--- src/rtl/ctrl_sequencer.sv ---
`default_nettype none
// ============================================================================
// Module      : ctrl_sequencer
// Description : Multi-cycle fetch/decode/execute control unit for the
//               simple-viii datapath, with flag branches, an immediate
//               fetch, HALT and a memory-handshake timeout fault.
// Revision    : 1.0  initial release
// ============================================================================
module ctrl_sequencer #(
    parameter int DATA_BUS_WIDTH = 8,
    parameter int REG_COUNT      = 4,
    parameter int MEM_TIMEOUT    = 15,
    localparam int REG_SEL_W     = $clog2(REG_COUNT)
) (
    input  logic                      clock,
    input  logic                      reset,
    input  logic [DATA_BUS_WIDTH-1:0] bus_data_in,
    input  logic                      mem_op_done,
    input  logic                      flag_zero_in,
    input  logic                      flag_carry_in,
    output logic [1:0]                mem_op,
    output logic [1:0]                addr_op,
    output logic                      addr_sel,
    output logic [2:0]                alu_op,
    output logic                      reg_we,
    output logic [REG_SEL_W-1:0]      reg_sel_in,
    output logic [REG_SEL_W-1:0]      reg_sel_1,
    output logic [REG_SEL_W-1:0]      reg_sel_2,
    output logic                      mux_sel,
    output logic                      halted,
    output logic                      fault
);

    localparam int TMO_W = (MEM_TIMEOUT > 1) ? $clog2(MEM_TIMEOUT) : 1;
    localparam logic [TMO_W-1:0] c_tmo_last = TMO_W'(MEM_TIMEOUT - 1);

    localparam logic [1:0] c_mem_idle  = 2'd0;
    localparam logic [1:0] c_mem_read  = 2'd1;
    localparam logic [1:0] c_mem_write = 2'd2;

    localparam logic [1:0] c_addr_pc_inc   = 2'd1;
    localparam logic [1:0] c_addr_pc_load  = 2'd2;
    localparam logic [1:0] c_addr_mar_load = 2'd3;

    localparam logic [3:0] c_op_nop  = 4'h0;
    localparam logic [3:0] c_op_xor  = 4'h5;
    localparam logic [3:0] c_op_ldi  = 4'h6;
    localparam logic [3:0] c_op_ld   = 4'h7;
    localparam logic [3:0] c_op_st   = 4'h8;
    localparam logic [3:0] c_op_jmp  = 4'h9;
    localparam logic [3:0] c_op_jz   = 4'hA;
    localparam logic [3:0] c_op_jc   = 4'hB;
    localparam logic [3:0] c_op_halt = 4'hF;

    typedef enum logic [2:0] {
        S_FETCH  = 3'd0,
        S_DECODE = 3'd1,
        S_EXEC   = 3'd2,
        S_IMM    = 3'd3,
        S_MADDR  = 3'd4,
        S_MACC   = 3'd5,
        S_HALT   = 3'd6,
        S_FAULT  = 3'd7
    } state_t;

    state_t                    state_q, state_d;
    logic [DATA_BUS_WIDTH-1:0] ir_q, ir_d;
    logic                      z_q, z_d;
    logic                      c_q, c_d;
    logic [TMO_W-1:0]          tmo_q, tmo_d;

    logic [3:0]           w_op;
    logic [REG_SEL_W-1:0] w_rd;
    logic [REG_SEL_W-1:0] w_rs;
    logic                 w_waiting;

    assign w_op = ir_q[DATA_BUS_WIDTH-1 -: 4];
    assign w_rd = ir_q[2*REG_SEL_W-1 -: REG_SEL_W];
    assign w_rs = ir_q[REG_SEL_W-1:0];

    assign w_waiting = (state_q == S_FETCH) || (state_q == S_IMM) || (state_q == S_MACC);

    always_comb begin
        state_d    = state_q;
        ir_d       = ir_q;
        z_d        = z_q;
        c_d        = c_q;
        tmo_d      = '0;
        mem_op     = c_mem_idle;
        addr_op    = 2'd0;
        addr_sel   = 1'b0;
        alu_op     = 3'd0;
        reg_we     = 1'b0;
        reg_sel_in = '0;
        reg_sel_1  = '0;
        reg_sel_2  = '0;
        mux_sel    = 1'b0;
        halted     = 1'b0;
        fault      = 1'b0;

        case (state_q)
            S_FETCH: begin
                mem_op = c_mem_read;
                if (mem_op_done) begin
                    ir_d    = bus_data_in;
                    addr_op = c_addr_pc_inc;
                    state_d = S_DECODE;
                end
            end
            S_DECODE: begin
                if (w_op == c_op_nop) begin
                    state_d = S_FETCH;
                end else if (w_op <= c_op_xor) begin
                    state_d = S_EXEC;
                end else if ((w_op == c_op_ldi) || (w_op == c_op_jmp) ||
                             (w_op == c_op_jz)  || (w_op == c_op_jc)) begin
                    state_d = S_IMM;
                end else if ((w_op == c_op_ld) || (w_op == c_op_st)) begin
                    state_d = S_MADDR;
                end else if (w_op == c_op_halt) begin
                    state_d = S_HALT;
                end else begin
                    state_d = S_FAULT;
                end
            end
            S_EXEC: begin
                alu_op     = 3'(w_op - 4'd1);
                reg_sel_1  = w_rd;
                reg_sel_2  = w_rs;
                reg_we     = 1'b1;
                reg_sel_in = w_rd;
                z_d        = flag_zero_in;
                c_d        = flag_carry_in;
                state_d    = S_FETCH;
            end
            S_IMM: begin
                mem_op = c_mem_read;
                if (mem_op_done) begin
                    state_d = S_FETCH;
                    case (w_op)
                        c_op_ldi: begin
                            reg_we     = 1'b1;
                            mux_sel    = 1'b1;
                            reg_sel_in = w_rd;
                            addr_op    = c_addr_pc_inc;
                        end
                        c_op_jmp: addr_op = c_addr_pc_load;
                        c_op_jz:  addr_op = z_q ? c_addr_pc_load : c_addr_pc_inc;
                        default:  addr_op = c_q ? c_addr_pc_load : c_addr_pc_inc;
                    endcase
                end
            end
            S_MADDR: begin
                addr_op   = c_addr_mar_load;
                reg_sel_1 = (w_op == c_op_ld) ? w_rs : w_rd;
                state_d   = S_MACC;
            end
            S_MACC: begin
                addr_sel = 1'b1;
                if (w_op == c_op_ld) begin
                    mem_op = c_mem_read;
                    if (mem_op_done) begin
                        reg_we     = 1'b1;
                        mux_sel    = 1'b1;
                        reg_sel_in = w_rd;
                    end
                end else begin
                    mem_op    = c_mem_write;
                    reg_sel_2 = w_rs;
                end
                if (mem_op_done) begin
                    state_d = S_FETCH;
                end
            end
            S_HALT:  halted = 1'b1;
            default: fault  = 1'b1;
        endcase

        // Counter restarts at zero on every entry because it defaults to zero
        // whenever the core is not stalled on the memory handshake.
        if (w_waiting && !mem_op_done) begin
            if (tmo_q == c_tmo_last) begin
                state_d = S_FAULT;
            end else begin
                tmo_d = tmo_q + 1'b1;
            end
        end

        if (reset) begin
            mem_op     = c_mem_idle;
            addr_op    = 2'd0;
            addr_sel   = 1'b0;
            alu_op     = 3'd0;
            reg_we     = 1'b0;
            reg_sel_in = '0;
            reg_sel_1  = '0;
            reg_sel_2  = '0;
            mux_sel    = 1'b0;
            halted     = 1'b0;
            fault      = 1'b0;
        end
    end

    always_ff @(posedge clock) begin
        if (reset) begin
            state_q <= S_FETCH;
            ir_q    <= '0;
            z_q     <= 1'b0;
            c_q     <= 1'b0;
            tmo_q   <= '0;
        end else begin
            state_q <= state_d;
            ir_q    <= ir_d;
            z_q     <= z_d;
            c_q     <= c_d;
            tmo_q   <= tmo_d;
        end
    end

endmodule
`default_nettype wire
--- config.mk ---
export PLATFORM = sky130hd
export DESIGN_NAME = ctrl_sequencer
export DESIGN_NICKNAME = d
export VERILOG_FILES = /design/src/rtl/ctrl_sequencer.sv
export SDC_FILE = /design/constraint.sdc
export NUM_CORES = 1
export LEC_CHECK = 0
export CORE_ASPECT_RATIO = 0.8
export CORE_UTILIZATION = 53
export DETAILED_ROUTE_END_ITERATION = 8
export GPL_TIMING_DRIVEN = 0
export PLACE_DENSITY = 0.82
export SYNTH_ARGS = -nofsm -noshare
export SYNTH_HDL_FRONTEND = slang
export SYNTH_SLANG_ARGS = --single-unit
--- constraint.sdc ---
create_clock -name clock -period 5.05 [get_ports clock]
set_clock_uncertainty 0.1 [all_clocks]
set_input_delay 1.01 -clock clock [delete_from_list [all_inputs] [get_ports clock]]
set_output_delay 1.01 -clock clock [all_outputs]
set_load 0.03 [all_outputs]
* Word-level counts from Yosys, hierarchy flattened
Index checks and enable logic that the tools add are counted.
Cells by class: mux-type cells 48, equality and inequality tests 14, $add $sub $neg 2, reductions and logical operators 15, order comparisons 1, bitwise logic cells 1
Operators by type and width (number):
- $mux 2 | 16
- $mux 3 | 9
- $eq 4x4->1 const B | 6
- $pmux 2 s3 | 3
- $pmux 3 s5 | 1
- $mux 1 | 14
- $pmux 2 s2 | 3
- $eq 3x3->1 const B | 3
- $eq 4x3->1 const B | 2
- $reduce_or 7->1 | 1
- $eq 3x2->1 const B | 2
- $logic_or 1x1->1 | 6
- $add 4x1->4 const B | 1
- $le 4x3->1 const B | 1
- $logic_not 4->1 | 1
- $reduce_or 2->1 | 2
- $eq 3x1->1 const B | 1
- $logic_not 3->1 | 1
- $pmux 1 s3 | 1
- $reduce_or 3->1 | 1
- $sub 3x1->3 const B | 1
- $pmux 1 s2 | 1
- $reduce_and 2->1 | 1
- $logic_and 1x1->1 | 1
- 2 further kinds | 2
Storage, ports and cells: output and inout bits 18, word-level logic and storage cells 86, flip-flop bits (word level) 17, bits of input ports 13

* Longest topological paths before layout
Gate-level depths: netlist of run 1.
depth after elaboration 10, depth in mapped cells 7, mapped depth without buffers 6

* Worst setup path after synthesis of run 1
Ideal clock, no wire load.
path kind input-to-output, start point in mem_op_done, end point out addr_op[1], data required time 3940 ps, stages 4, slack 1564 ps, arrival 2376 ps, path buffers 1, cell sequence clkbuf_1 -> nor2b_1 -> o211ai_1 -> o31ai_1
Between the ends: cells in the longest elaborated chain, start to end 3
Ends and longest elaborated chain:
- start: declaration | RTL line 18 | input logic mem_op_done,
- $mux 2 | RTL line 138 | if (mem_op_done) begin
- $pmux 2 s3 | RTL line 101 | case (state_q)
- $mux 2 | RTL line 189 | if (reset) begin
- end: declaration | RTL line 22 | output logic [1:0] addr_op,
No other way between the ends.

* Worst setup path after layout of run 1
start point in mem_op_done, end point out reg_sel_in[1]
Between the ends: cells in the longest elaborated chain, start to end 4, elaborated cells between the ends (all ways) 5, classes of those cells 5 x mux
Ends and longest elaborated chain:
- $mux 2 | RTL line 162 | if (mem_op_done) begin
- $mux 2 | RTL line 160 | if (w_op == c_op_ld) begin
- $pmux 2 s3 (*) | RTL line 101
- $mux 2 (*) | RTL line 189
- end: declaration | RTL line 26 | output logic [REG_SEL_W-1:0] reg_sel_in,
Mark *: on every way between the ends. The rest lies on a longest branch, timed or not.

==> results.toml, run 1 <==
[power]
power_per_cell_area_mw_per_mm2 = 185
ir_worst_vdd_v = 0.000137
p_total_w = 0.000302
p_leak_nw = 0.616

[worst_hold_path]
hold_start = "tmo_q[0]"
holdCritPathClass = "reg -> reg"

[critical_path]
startpoint = "mem_op_done"
path_cells = "clkdlybuf4s50_1 -> clkbuf_1 -> nor2b_1 -> a41oi_1 -> nor2b_1 -> clkdlybuf4s50_1"
end_kind = "output pin"
cpPeakStageDelay_ps = 690
r2r-start = "ir_q[4]"
cpMaxStageDelayCell = "clkdlybuf4s50_1"
path_max_fanout = 10
worstPathRequired_ps = 3940
crit_family = "buffers and inverters"
ff2ff_setup_slack_ps = 3110
critPathLaunchType = "primary input"
path_buf_inv = 3
worst-setup-path-type = "in -> out"
cp.arrival_ps = 3270

[sta]
worst_slew_pin_slew_ps = 535
rsz0062_at_grt = "no"
whs_ps = 378
hold_viol_final = 0
tns_ps = 0
setup_viol = 0
slew_headroom = 0.643
max_freq_ghz = 0.228
post-route-min-period_ps = 4380
fin_crit_sh = 0.868
drv_slew = 0
fin_ws_ps = 667

[placement]
numPortBuffers = 30
pre_cts_ws_ps = 703
place_area_mm2 = 0.00160
dp_hpwl_mm = 2.51
gp_congestion = 0.863

[die]
num_rows = 15
die_y_um = 45.8
ioPinCount = 31
core_mm2 = 0.00221
start_util = 0.573
die-area_mm2 = 0.00260
die-width_um = 56.7

[synth]
synth_nets = 188
synth_top_area_share = 0.268
yosys.area.top_type = "dfxtp_1"
synthTopCellsByCount = "nand2_1 (21), nor2_1 (20), dfxtp_1 (17)"
synth_area_leaders = "dfxtp_1 (27%), ha_1 (6.9%), a21oi_1 (6.3%), nand2_1 (6.2%), nor2_1 (5.9%)"
synth_area_mm2 = 0.00127
yosysWarnings = 0
synth-seq-cells = 17
synth-main-ff-cell = "dfxtp_1"
synth_cell_types = 47
synthCells = 168
synth_edf_count = 0
synthArstFlopShare = 0
yosysMostFrequentCell = "nand2_1"
synth_seq_area_share = 0.268
avgSynthCellArea_um2 = 7.56

[finish]
final_cell_area_mm2 = 0.00163
nFillCells = 195
fin_nets = 223
syn2layout_area_growth_pct = 28.3
diodes = 0
drive_gt1_frac = 0.0891

[clock_tree]
cts_tree = "done"
root_buffer = "clkbuf_4"
clock_path_buffers = 2
numCtsBuffers = 3
cts_resized = 0
cts_max_level = 1
post_cts_buffers = 0
clk_pin_slew_ps = 100
hold_buffers = 0
cts.sinks = 17
clk_latency_ps = 300

[drt]
via_per_inst = 5.92
drt_iter0_drc = 87
route.antenna.remaining_nets = 0
firstDrtPassIters = 6
vias = 1343
drt_wl_total_mm = 3.33
post-route-drc-count = 2
wl_per_cell_um = 14.7

[global_route]
grt_pass1_wl_mm = 5.68
grt_max_degree = 11
grt_usage = 0.290
grt_pass1_vias = 1205
gr-total-overflow = 0
antenna_found_initial = 0

[run_status]
status = "finished with violations"
violations = "design-rule violations"

[job]
maxCapViolations = 0
## power by group
group	switching, W	internal, W
Clock	0.0000460	0.0000295
Combinational	0.0000451	0.0000348
Sequential	0.00000599	0.000141
## flip-flops by register name, indices dropped and copies added, names as in the netlist
register,cells
state_q,3
tmo_q,4
c_q,1
ir_q,8
z_q,1
## per-stage QoR
| stage | std cells | utilization |
|---|---|---|
| after global placement | 223 | 0.723 |
| after detailed placement | 223 | 0.723 |
| after floorplan | 168 | - |
| after CTS | 227 | 0.736 |
| final | 227 | 0.736 |
| after global routing | 227 | 0.736 |
## area by class of cell
type | instances | area [µm²] | area share
buffer | 11 | 61.3 | 0.0376
clock buffer | 3 | 22.5 | 0.0138
sequential | 17 | 340 | 0.209
multi-input combinational | 133 | 840 | 0.515
clock inverter | 1 | 5.00 | 0.00307
tap | 25 | 31.3 | 0.0192
inverter | 7 | 28.8 | 0.0177
timing repair buffer | 30 | 300 | 0.184
## metal layers
metal,global-route usage,share of wire
met5,0,0
met4,0.0976,0.014
met3,0.0284,0.075
met2,0.462,0.43
met1,0.419,0.48
## worst paths after layout
path,to,cells past startpoint
max,reg_sel_in[1],6
min,tmo_q[0],1
max reg2reg,state_q[2],5
min reg2reg,tmo_q[0],1
## cell usage in the layout, fill, tap and decap left out, types with 2 or more instances in the layout
master           Yosys  routed
a21oi_1             16      16
a22o_1               2       2
and2_1               3       3
buf_2                4       4
buf_4                2       2
clkbuf_1             3       3
clkbuf_4             0       3
clkdlybuf4s50_1      0      30
dfxtp_1             17      17
ha_1                 7       7
inv_1                6       6
mux2i_1              3       3
nand2_1             21      21
nand2b_1             4       4
nand3_1              4       4
nand3b_1             5       5
nor2_1              20      20
nor2_2               2       2
nor2b_1              4       4
nor3_1               4       4
o211ai_1             2       2
o21ai_0              3       3
o22ai_1              3       3
o31ai_1              3       3
o41ai_1              2       2
xnor2_1              3       3
xor2_1               3       3
## cells by family after synthesis
group	Yosys count	synth area share
AND/OR/NAND/NOR	77	0.321
AO/OA/AOI/OAI	40	0.206
buffers and inverters	18	0.0709
flip-flops	17	0.268
adder cells (fa/ha/maj)	7	0.0690
XOR/XNOR	6	0.0414
multiplexers	3	0.0236
(Power assumes the default switching activity.)
==> run 2, diff against run 1 <==
--- a/config.mk
+++ b/config.mk
@@ -5,11 +5,12 @@
 export SDC_FILE = /design/constraint.sdc
 export NUM_CORES = 1
 export LEC_CHECK = 0
+export CAP_MARGIN = 5
 export CORE_ASPECT_RATIO = 0.8
 export CORE_UTILIZATION = 53
 export DETAILED_ROUTE_END_ITERATION = 8
 export GPL_TIMING_DRIVEN = 0
-export PLACE_DENSITY = 0.82
+export PLACE_DENSITY = 0.85
 export SYNTH_ARGS = -nofsm -noshare
 export SYNTH_HDL_FRONTEND = slang
 export SYNTH_SLANG_ARGS = --single-unit
==> results.toml, run 2 (synthesized netlist as in run 1, its figures left out) <==
[run_status]
status = "finished with violations"
violations = "design-rule violations"

[power]
p_total_w = 0.000304
ir_worst_vdd_v = 0.000174
power_per_cell_area_mw_per_mm2 = 187
p_leak_nw = 0.616

[placement]
place_inst = 223
gp_congestion = 0.888
dp_hpwl_mm = 2.67
place_area_mm2 = 0.00160
numPortBuffers = 30

[die]
num_rows = 15
die_y_um = 45.8
ioPinCount = 31
die-width_um = 56.7
start_util = 0.573
core_mm2 = 0.00221
die-area_mm2 = 0.00260

[critical_path]
cpMaxStageDelayCell = "clkdlybuf4s50_1"
critPathLaunchType = "primary input"
path_max_fanout = 10
ff2ff_setup_slack_ps = 3060
worst-setup-path-type = "in -> out"
cp.arrival_ps = 3260
path_cells = "clkdlybuf4s50_1 -> clkbuf_1 -> nor2b_1 -> a41oi_1 -> nor2b_1 -> clkdlybuf4s50_1"
worstPathRequired_ps = 3940
end_kind = "output pin"
cpPeakStageDelay_ps = 680

[clock_tree]
cts_max_level = 1
clk_latency_ps = 300
hold_buffers = 0
post_cts_buffers = 0
cts.sinks = 17
cts_resized = 0
cts_tree = "done"
clock_path_buffers = 2
root_buffer = "clkbuf_4"
numCtsBuffers = 3
clk_pin_slew_ps = 100

[finish]
nFillCells = 202
drive_gt1_frac = 0.0891
diodes = 0
layout_common_cells = "clkdlybuf4s50_1 (30), nand2_1 (21), nor2_1 (20)"
final_core_util = 0.736
fin_nets = 223
largest_reg_flops = 8
fin_cells = 227
multiInputGateArea_um2 = 840
final_common_cell = "clkdlybuf4s50_1"
seqCellArea_um2 = 340
syn2layout_area_growth_pct = 28.3
reg_top3 = "ir_q x8, tmo_q x4, state_q x3"
top_register = "ir_q"
final_cell_area_mm2 = 0.00163

[global_route]
grt_usage = 0.286
grt_pass1_wl_mm = 5.53
grt_use_met1 = 0.401
use_met3 = 0.0483
grtUsageMet2 = 0.429
grt_max_degree = 11
grt_pass1_vias = 1172
gr-total-overflow = 0
busiest_layer = "met2"
antenna_found_initial = 0

[worst_hold_path]
holdCritPathClass = "reg -> reg"

[sta]
hold_viol_final = 0
slew_headroom = 0.626
drv_slew = 0
setup_viol = 0
tns_ps = 0
fin_crit_sh = 0.865
rsz0062_at_grt = "no"
worst_slew_pin_slew_ps = 554
max_freq_ghz = 0.229
post-route-min-period_ps = 4370

[drt]
drt_wl_total_mm = 3.48
wl_per_cell_um = 15.3
vias = 1331
post-route-drc-count = 6
firstDrtPassIters = 6
route.antenna.remaining_nets = 0
via_per_inst = 5.86
drt_iter0_drc = 87

[job]
maxCapViolations = 0
==> run 2: cell counts in the layout (fill, tap and decap cells not counted) <==
Identical to the previous run, type by type.
==> run 2: final timing paths <==
kind	startpoint	end	depth (start not counted)
max reg2reg	ir_q[4]	state_q[2]	5
min reg2reg	tmo_q[0]	tmo_q[0]	1
max	mem_op_done	reg_sel_in[1]	6
min	tmo_q[0]	tmo_q[0]	1
==> run 2: cell type report <==
type                            count  area share
Multi-Input combinational cell    133       0.515
Sequential cell                    17       0.209
Timing Repair Buffer               30       0.184
Buffer                             11      0.0376
Clock inverter                      1     0.00307
Clock buffer                        3      0.0138
Inverter                            7      0.0177
Tap cell                           25      0.0192
==> run 2: metal layers <==
layer | up-vias | wire (µm) | share of wire
li1 | 658 | - | -
met1 | 604 | 1650 | 0.47
met2 | 58 | 1500 | 0.43
met3 | 11 | 247 | 0.071
met4 | 0 | 76 | 0.022
met5 | - | 0 | 0
==> run 2: critical path, delay by kind of cell <==
kind | cells | cell delay (ps)
AO/OA/AOI/OAI | 1 | 270
buffers and inverters | 3 | 1520
AND/OR/NAND/NOR | 2 | 470
==> run 2: power by group <==
| part | total (W) | switching [W] | internal [W] |
|---|---|---|---|
| clock network | 0.0000762 | 0.0000467 | 0.0000296 |
| logic | 0.0000810 | 0.0000461 | 0.0000349 |
| registers | 0.000147 | 0.00000621 | 0.000141 |
==> run 2: stage by stage <==
step                      setup WS (ps)  hold WS (ps)
final                               679           376
after CTS                           695           384
after global placement              727           340
after detailed placement            717           359
after floorplan                    1560           330
after global routing                509           406
==> run 3, diff against run 2 <==
--- a/config.mk
+++ b/config.mk
@@ -5,12 +5,13 @@
 export SDC_FILE = /design/constraint.sdc
 export NUM_CORES = 1
 export LEC_CHECK = 0
+export ABC_AREA = 1
 export CAP_MARGIN = 5
 export CORE_ASPECT_RATIO = 0.8
-export CORE_UTILIZATION = 53
+export CORE_UTILIZATION = 50
 export DETAILED_ROUTE_END_ITERATION = 8
 export GPL_TIMING_DRIVEN = 0
-export PLACE_DENSITY = 0.85
+export PLACE_DENSITY = 0.83
 export SYNTH_ARGS = -nofsm -noshare
 export SYNTH_HDL_FRONTEND = slang
 export SYNTH_SLANG_ARGS = --single-unit
==> results.toml, run 3 <==
[sta]
max_freq_ghz = 0.253
fin_crit_sh = 0.784
whs_ps = 380
setup_viol = 0
slew_headroom = 0.700
hold_viol_final = 0
post-route-min-period_ps = 3960
tns_ps = 0
worst_slew_pin_slew_ps = 449
rsz0062_at_grt = "no"
drv_slew = 0

[drt]
vias = 1251
via_per_inst = 5.49
drt_iter0_drc = 68
firstDrtPassIters = 4
wl_per_cell_um = 12.9
post-route-drc-count = 0
drt_wl_total_mm = 2.95
route.antenna.remaining_nets = 0

[die]
die_y_um = 44.0
die-width_um = 54.5
start_util = 0.558
ioPinCount = 31
core_mm2 = 0.00198
num_rows = 14
die-area_mm2 = 0.00240

[run_status]
status = "finished clean"

[synth]
synth_area_leaders = "dfxtp_1 (31%), nand2_1 (8.5%), nor2_1 (8.5%), a21oi_1 (8.2%), ha_1 (7.9%)"
synth-main-ff-cell = "dfxtp_1"
synth_seq_area_share = 0.308
synthArstFlopShare = 0
synth_area_mm2 = 0.00110
yosysWarnings = 0
yosys.area.top_type = "dfxtp_1"
avgSynthCellArea_um2 = 6.49
synth_edf_count = 0
synthTopCellsByCount = "nand2_1 (25), nor2_1 (25), inv_1 (20)"
synth_top_area_share = 0.308
synth_nets = 190
synthCells = 170
synth-seq-cells = 17
synth_cell_types = 24

[worst_hold_path]
holdCritPathClass = "reg -> reg"

[clock_tree]
clock_path_buffers = 2
cts.sinks = 17
post_cts_buffers = 0
cts_tree = "done"
cts_max_level = 1
root_buffer = "clkbuf_4"
numCtsBuffers = 3
clk_latency_ps = 300
hold_buffers = 0
cts_resized = 0
clk_pin_slew_ps = 100

[finish]
largest_reg_flops = 8
multiInputGateArea_um2 = 653
fin_nets = 225
syn2layout_area_growth_pct = 32.3
final_common_cell = "clkdlybuf4s50_1"
fin_cells = 228
top_register = "ir_q"
nFillCells = 176
seqCellArea_um2 = 340
drive_gt1_frac = 0.0637
reg_top3 = "ir_q x8, tmo_q x4, state_q x3"
layout_common_cells = "clkdlybuf4s50_1 (30), nand2_1 (25), nor2_1 (25)"
diodes = 0

[critical_path]
end_kind = "output pin"
worstPathRequired_ps = 3940
critPathLaunchType = "primary input"
cp.arrival_ps = 2850
worst-setup-path-type = "in -> out"
path_max_fanout = 8

[placement]
place_inst = 224
dp_hpwl_mm = 2.24
numPortBuffers = 30
gp_congestion = 0.902

[global_route]
antenna_found_initial = 0
grt_usage = 0.275
grt_pass1_wl_mm = 4.82
gr-total-overflow = 0
grt_pass1_vias = 1175
grt_max_degree = 11

[power]
p_total_w = 0.000329
p_leak_nw = 0.628
ir_worst_vdd_v = 0.000147
power_per_cell_area_mw_per_mm2 = 226

[job]
maxCapViolations = 0
[run 3: cell type report]
class / count / area share
Multi-Input combinational cell: 126 / 0.447
Inverter: 23 / 0.0591
Timing Repair Buffer: 30 / 0.206
Sequential cell: 17 / 0.233
Buffer: 4 / 0.0163
Tap cell: 24 / 0.0206
Clock buffer: 4 / 0.0180
[run 3: power breakdown]
| part | internal [W] | total [W] | switching (W) | leakage [nW] |
|---|---|---|---|---|
| combinational | 0.0000372 | 0.0000968 | 0.0000597 | 0.473 |
| sequential | 0.000146 | 0.000157 | 0.0000113 | 0.140 |
| clock | 0.0000308 | 0.0000754 | 0.0000445 | 0.0150 |
[run 3: cell families (layout without fill, tap and decap cells)]
family / Yosys count / in the layout / share of synthesized area
simple gates: 78 / 78 / 0.314
compound gates: 39 / 39 / 0.183
buf+inv: 27 / 61 / 0.0998
flops: 17 / 17 / 0.308
fa+ha+maj: 7 / 7 / 0.0794
xor+xnor: 2 / 2 / 0.0159
[run 3: worst max-delay path, stage by stage]
cell and delay, ps:
clkdlybuf4s50_1 500, inv_1 160, nand2_1 210, o22ai_1 250, clkdlybuf4s50_1 710
[run 3: path summary, 6_finish.rpt]
check | startpoint | end | slack (ps) | cells after the start
setup reg to reg | ir_q[4] | state_q[0] | 3390 | 11
hold reg to reg | ir_q[0] | ir_q[0] | 380 | 2
hold / removal | ir_q[0] | ir_q[0] | 380 | 2
setup / recovery | reset | reg_sel_1[1] | 1090 | 5
[run 3: metrics by stage]
step,util,instance area [µm²],setup slack [ps]
5_1_grt,0.738,1460,992
2_1_floorplan,-,1100,2100
6_report,0.738,1460,1090
4_1_cts,0.738,1460,1090
3_3_place_gp,0.724,1430,1150
3_5_place_dp,0.724,1430,1110
[run 3: per-layer routing]
metal / part of all wire / up-vias / GRT usage
met1: 0.44 / 550 / 0.326
li1: - / 626 / -
met5: 0 / - / 0
met4: 0.0085 / 0 / 0.0718
met2: 0.47 / 69 / 0.476
met3: 0.082 / 6 / 0.0859
==> patch, RTL diff (flow settings as in run 1) <==
The 8 states of `state_t` get a Gray code encoding in 3 bits.
--- a/src/rtl/ctrl_sequencer.sv
+++ b/src/rtl/ctrl_sequencer.sv
@@ -53,14 +53,14 @@
     localparam logic [3:0] c_op_halt = 4'hF;
 
     typedef enum logic [2:0] {
-        S_FETCH  = 3'd0,
-        S_DECODE = 3'd1,
-        S_EXEC   = 3'd2,
-        S_IMM    = 3'd3,
-        S_MADDR  = 3'd4,
-        S_MACC   = 3'd5,
-        S_HALT   = 3'd6,
-        S_FAULT  = 3'd7
+        S_FETCH  = 3'b000,
+        S_DECODE = 3'b001,
+        S_EXEC   = 3'b011,
+        S_IMM    = 3'b010,
+        S_MADDR  = 3'b110,
+        S_MACC   = 3'b111,
+        S_HALT   = 3'b101,
+        S_FAULT  = 3'b100
     } state_t;
 
     state_t                    state_q, state_d;
Formal check against the unedited RTL: no difference found for any inputs over 10 cycles, from zero or initial values and one cycle with reset high; not proved beyond that.
==> patch against run 1 <==
- routed wire length decreased by 4.1%
- design area shrank 5.8%
- sequential cell count is the same
- setup slack improved by 0.12 ns
- area after synthesis is 7.3% lower
- fmax grew 2.9%
- power increased by 1.4%
- critical path type unchanged
- worst hold slack got worse by 0.0039 ns
- highest routed layer unchanged
- register-to-register slack improved by 0.16 ns
==> patch: results (changes against run 1) <==
status: "finished, final reports clean"  # was complete, but fails checks
worstSetupStartpoint: "reset"  # was mem_op_done
clockBufferDepth: 2  # unchanged
detail_route.drc_violations: 0  # was 2
dpl.hpwl_mm: 2.36  # was 2.51 mm
ir_worst_vdd_mv: 0.172  # was 0.137 mV
diodes: 0  # unchanged
critical_path.reg2reg.startpoint: "ir_q[4]"  # unchanged
drt_wl_total_mm: 3.19  # was 3.33 mm
min-delay-path-class: "register to register"  # unchanged
postCtsSetupBuffers: 0  # unchanged
clk-insertion-delay-late_ns: 0.30  # about the same
synth.yosys.warnings: 0  # unchanged
cts.htree.levels: 1  # unchanged
rrSetupSlack_ns: 3.27  # was 3.11 ns
place_worst_setup_slack_ns: 0.806  # was 0.703 ns
ys_seq_area_share_pct: 28.9  # was 26.8%
worst_r2r_endpoint: "state_q[0]"  # was state_q[2]
path_max_fanout: 10  # unchanged
first_global_vias: 1187  # was 1,205
grt_usage_pct: 30.0  # was 29.0%
worst-slew-pin-transition_ns: 0.536  # was 0.535 ns
timing.critical_path.slowest_cell_delay_ns: 0.61  # was 0.69 ns
grt_antenna_before_repair: 0  # unchanged
dr.first_iter.drc_count: 27  # was 87
cts-buffers-inserted: 3  # unchanged
postCtsHoldBufs: 0  # unchanged
termination_of_the_worst_setup_path: "mem_op[0]"  # was reg_sel_in[1]
detail_route.first_pass.iterations: 5  # was 6
synthArstFlopShare_pct: 0  # unchanged
post_synth_most_frequent_cells: "sky130_fd_sc_hd__nand2_1, sky130_fd_sc_hd__nor2_1, sky130_fd_sc_hd__dfxtp_1"  # unchanged
post_cts_sizing: 0  # unchanged
critPathTopFamily: "buffers and inverters"  # unchanged
clock-root-buffer: "sky130_fd_sc_hd__clkbuf_4"  # unchanged
worst_path_max_delay_cell: "sky130_fd_sc_hd__clkdlybuf4s50_1"  # unchanged
grt_start_max_net_pins: 11  # unchanged
layout.core_utilization_pct: 77.5  # was 73.6%
power_switching_share_pct: 31.9  # was 32.1%
detailroute.via_count: 1286  # was 1,343
finalNetCount: 213  # was 223
cts.reportedPaths.clkPinSlew_ns: 0.10  # about the same
worst-r2r-cell-count: 6  # was 5
drive_gt1_share_pct: 8.33  # was 8.91%
gp_congestion: 0.920  # was 0.863
global_route_wire_length_before_repair_mm: 5.23  # was 5.68 mm
netlist_top_cells_area: "sky130_fd_sc_hd__dfxtp_1, sky130_fd_sc_hd__nand2_1, sky130_fd_sc_hd__ha_1"  # was sky130_fd_sc_hd__dfxtp_1, sky130_fd_sc_hd__ha_1, sky130_fd_sc_hd__a21oi_1
buffer_ports.inserted: 30  # unchanged
synth_flop_cell: "sky130_fd_sc_hd__dfxtp_1"  # unchanged
synthDistinctLibCells: 40  # was 47
finalWorstPathRequiredPeriod_ns: 4.26  # was 4.38 ns
synth.net_count: 178  # was 188
static-leakage-power_nw: 0.570  # was 0.616 nW
largest_registers: "ir_q (8), tmo_q (4), state_q (3)"  # unchanged
critical_path_arrival_ns: 3.15  # was 3.27 ns
-- patch: layout make-up --
type / instances / area (um^2)
Fill cell: 156 / 445
Sequential cell: 17 / 340
Multi-Input combinational cell: 127 / 771
Buffer: 9 / 47.5
Timing Repair Buffer: 30 / 300
Inverter: 5 / 18.8
Clock buffer: 4 / 26.3
Tap cell: 24 / 30.0
-- patch: layer usage --
metal | wire [um] | global-route usage (%) | up-vias
met5 | 0 | 0 | -
met4 | 51 | 12.3 | 0
met3 | 263 | 9.62 | 8
met2 | 1450 | 47.7 | 64
met1 | 1430 | 36.8 | 596
li1 | - | - | 618
-- patch: worst min-delay path by stage --
| stage | startpoint | end | slack, ns | cells after the start |
|---|---|---|---|---|
| after global placement | tmo_q[0] | tmo_q[0] | 0.34 | 1 |
| after global routing | tmo_q[0] | tmo_q[0] | 0.40 | 1 |
| after detailed placement | tmo_q[0] | tmo_q[0] | 0.35 | 1 |
| after CTS | tmo_q[0] | tmo_q[0] | 0.38 | 1 |
| final | tmo_q[0] | tmo_q[0] | 0.37 | 1 |
| after floorplan | tmo_q[0] | tmo_q[0] | 0.33 | 1 |
-- patch: cells by family (layout without fill, tap and decap cells) --
kind of cell               count (synthesis)  count (layout)  synth area share [%]
adders and majority gates                  7               7                  7.44
DFF                                       17              17                  28.9
buffers and inverters                     14              48                  5.63
xor gates and xnor gates                   4               4                  2.98
and+or+nand+nor                           76              76                  33.0
AOI/OAI and AO/OA                         40              40                  22.0
-- patch: power groups by stage --
stage                     Clock, mW  Combinational, mW  Sequential, mW
after floorplan                   0             0.0547           0.150
after global placement            0             0.0769           0.151
after detailed placement          0             0.0796           0.152
after global routing         0.0824             0.0895           0.150
final                        0.0756             0.0818           0.149
after CTS                    0.0759             0.0807           0.149
-- patch: stage by stage --
step	area (um^2)	cells
floorplan	1180	158
global placement	1510	212
detailed placement	1510	212
CTS	1530	216
global route	1530	216
finish	1530	216
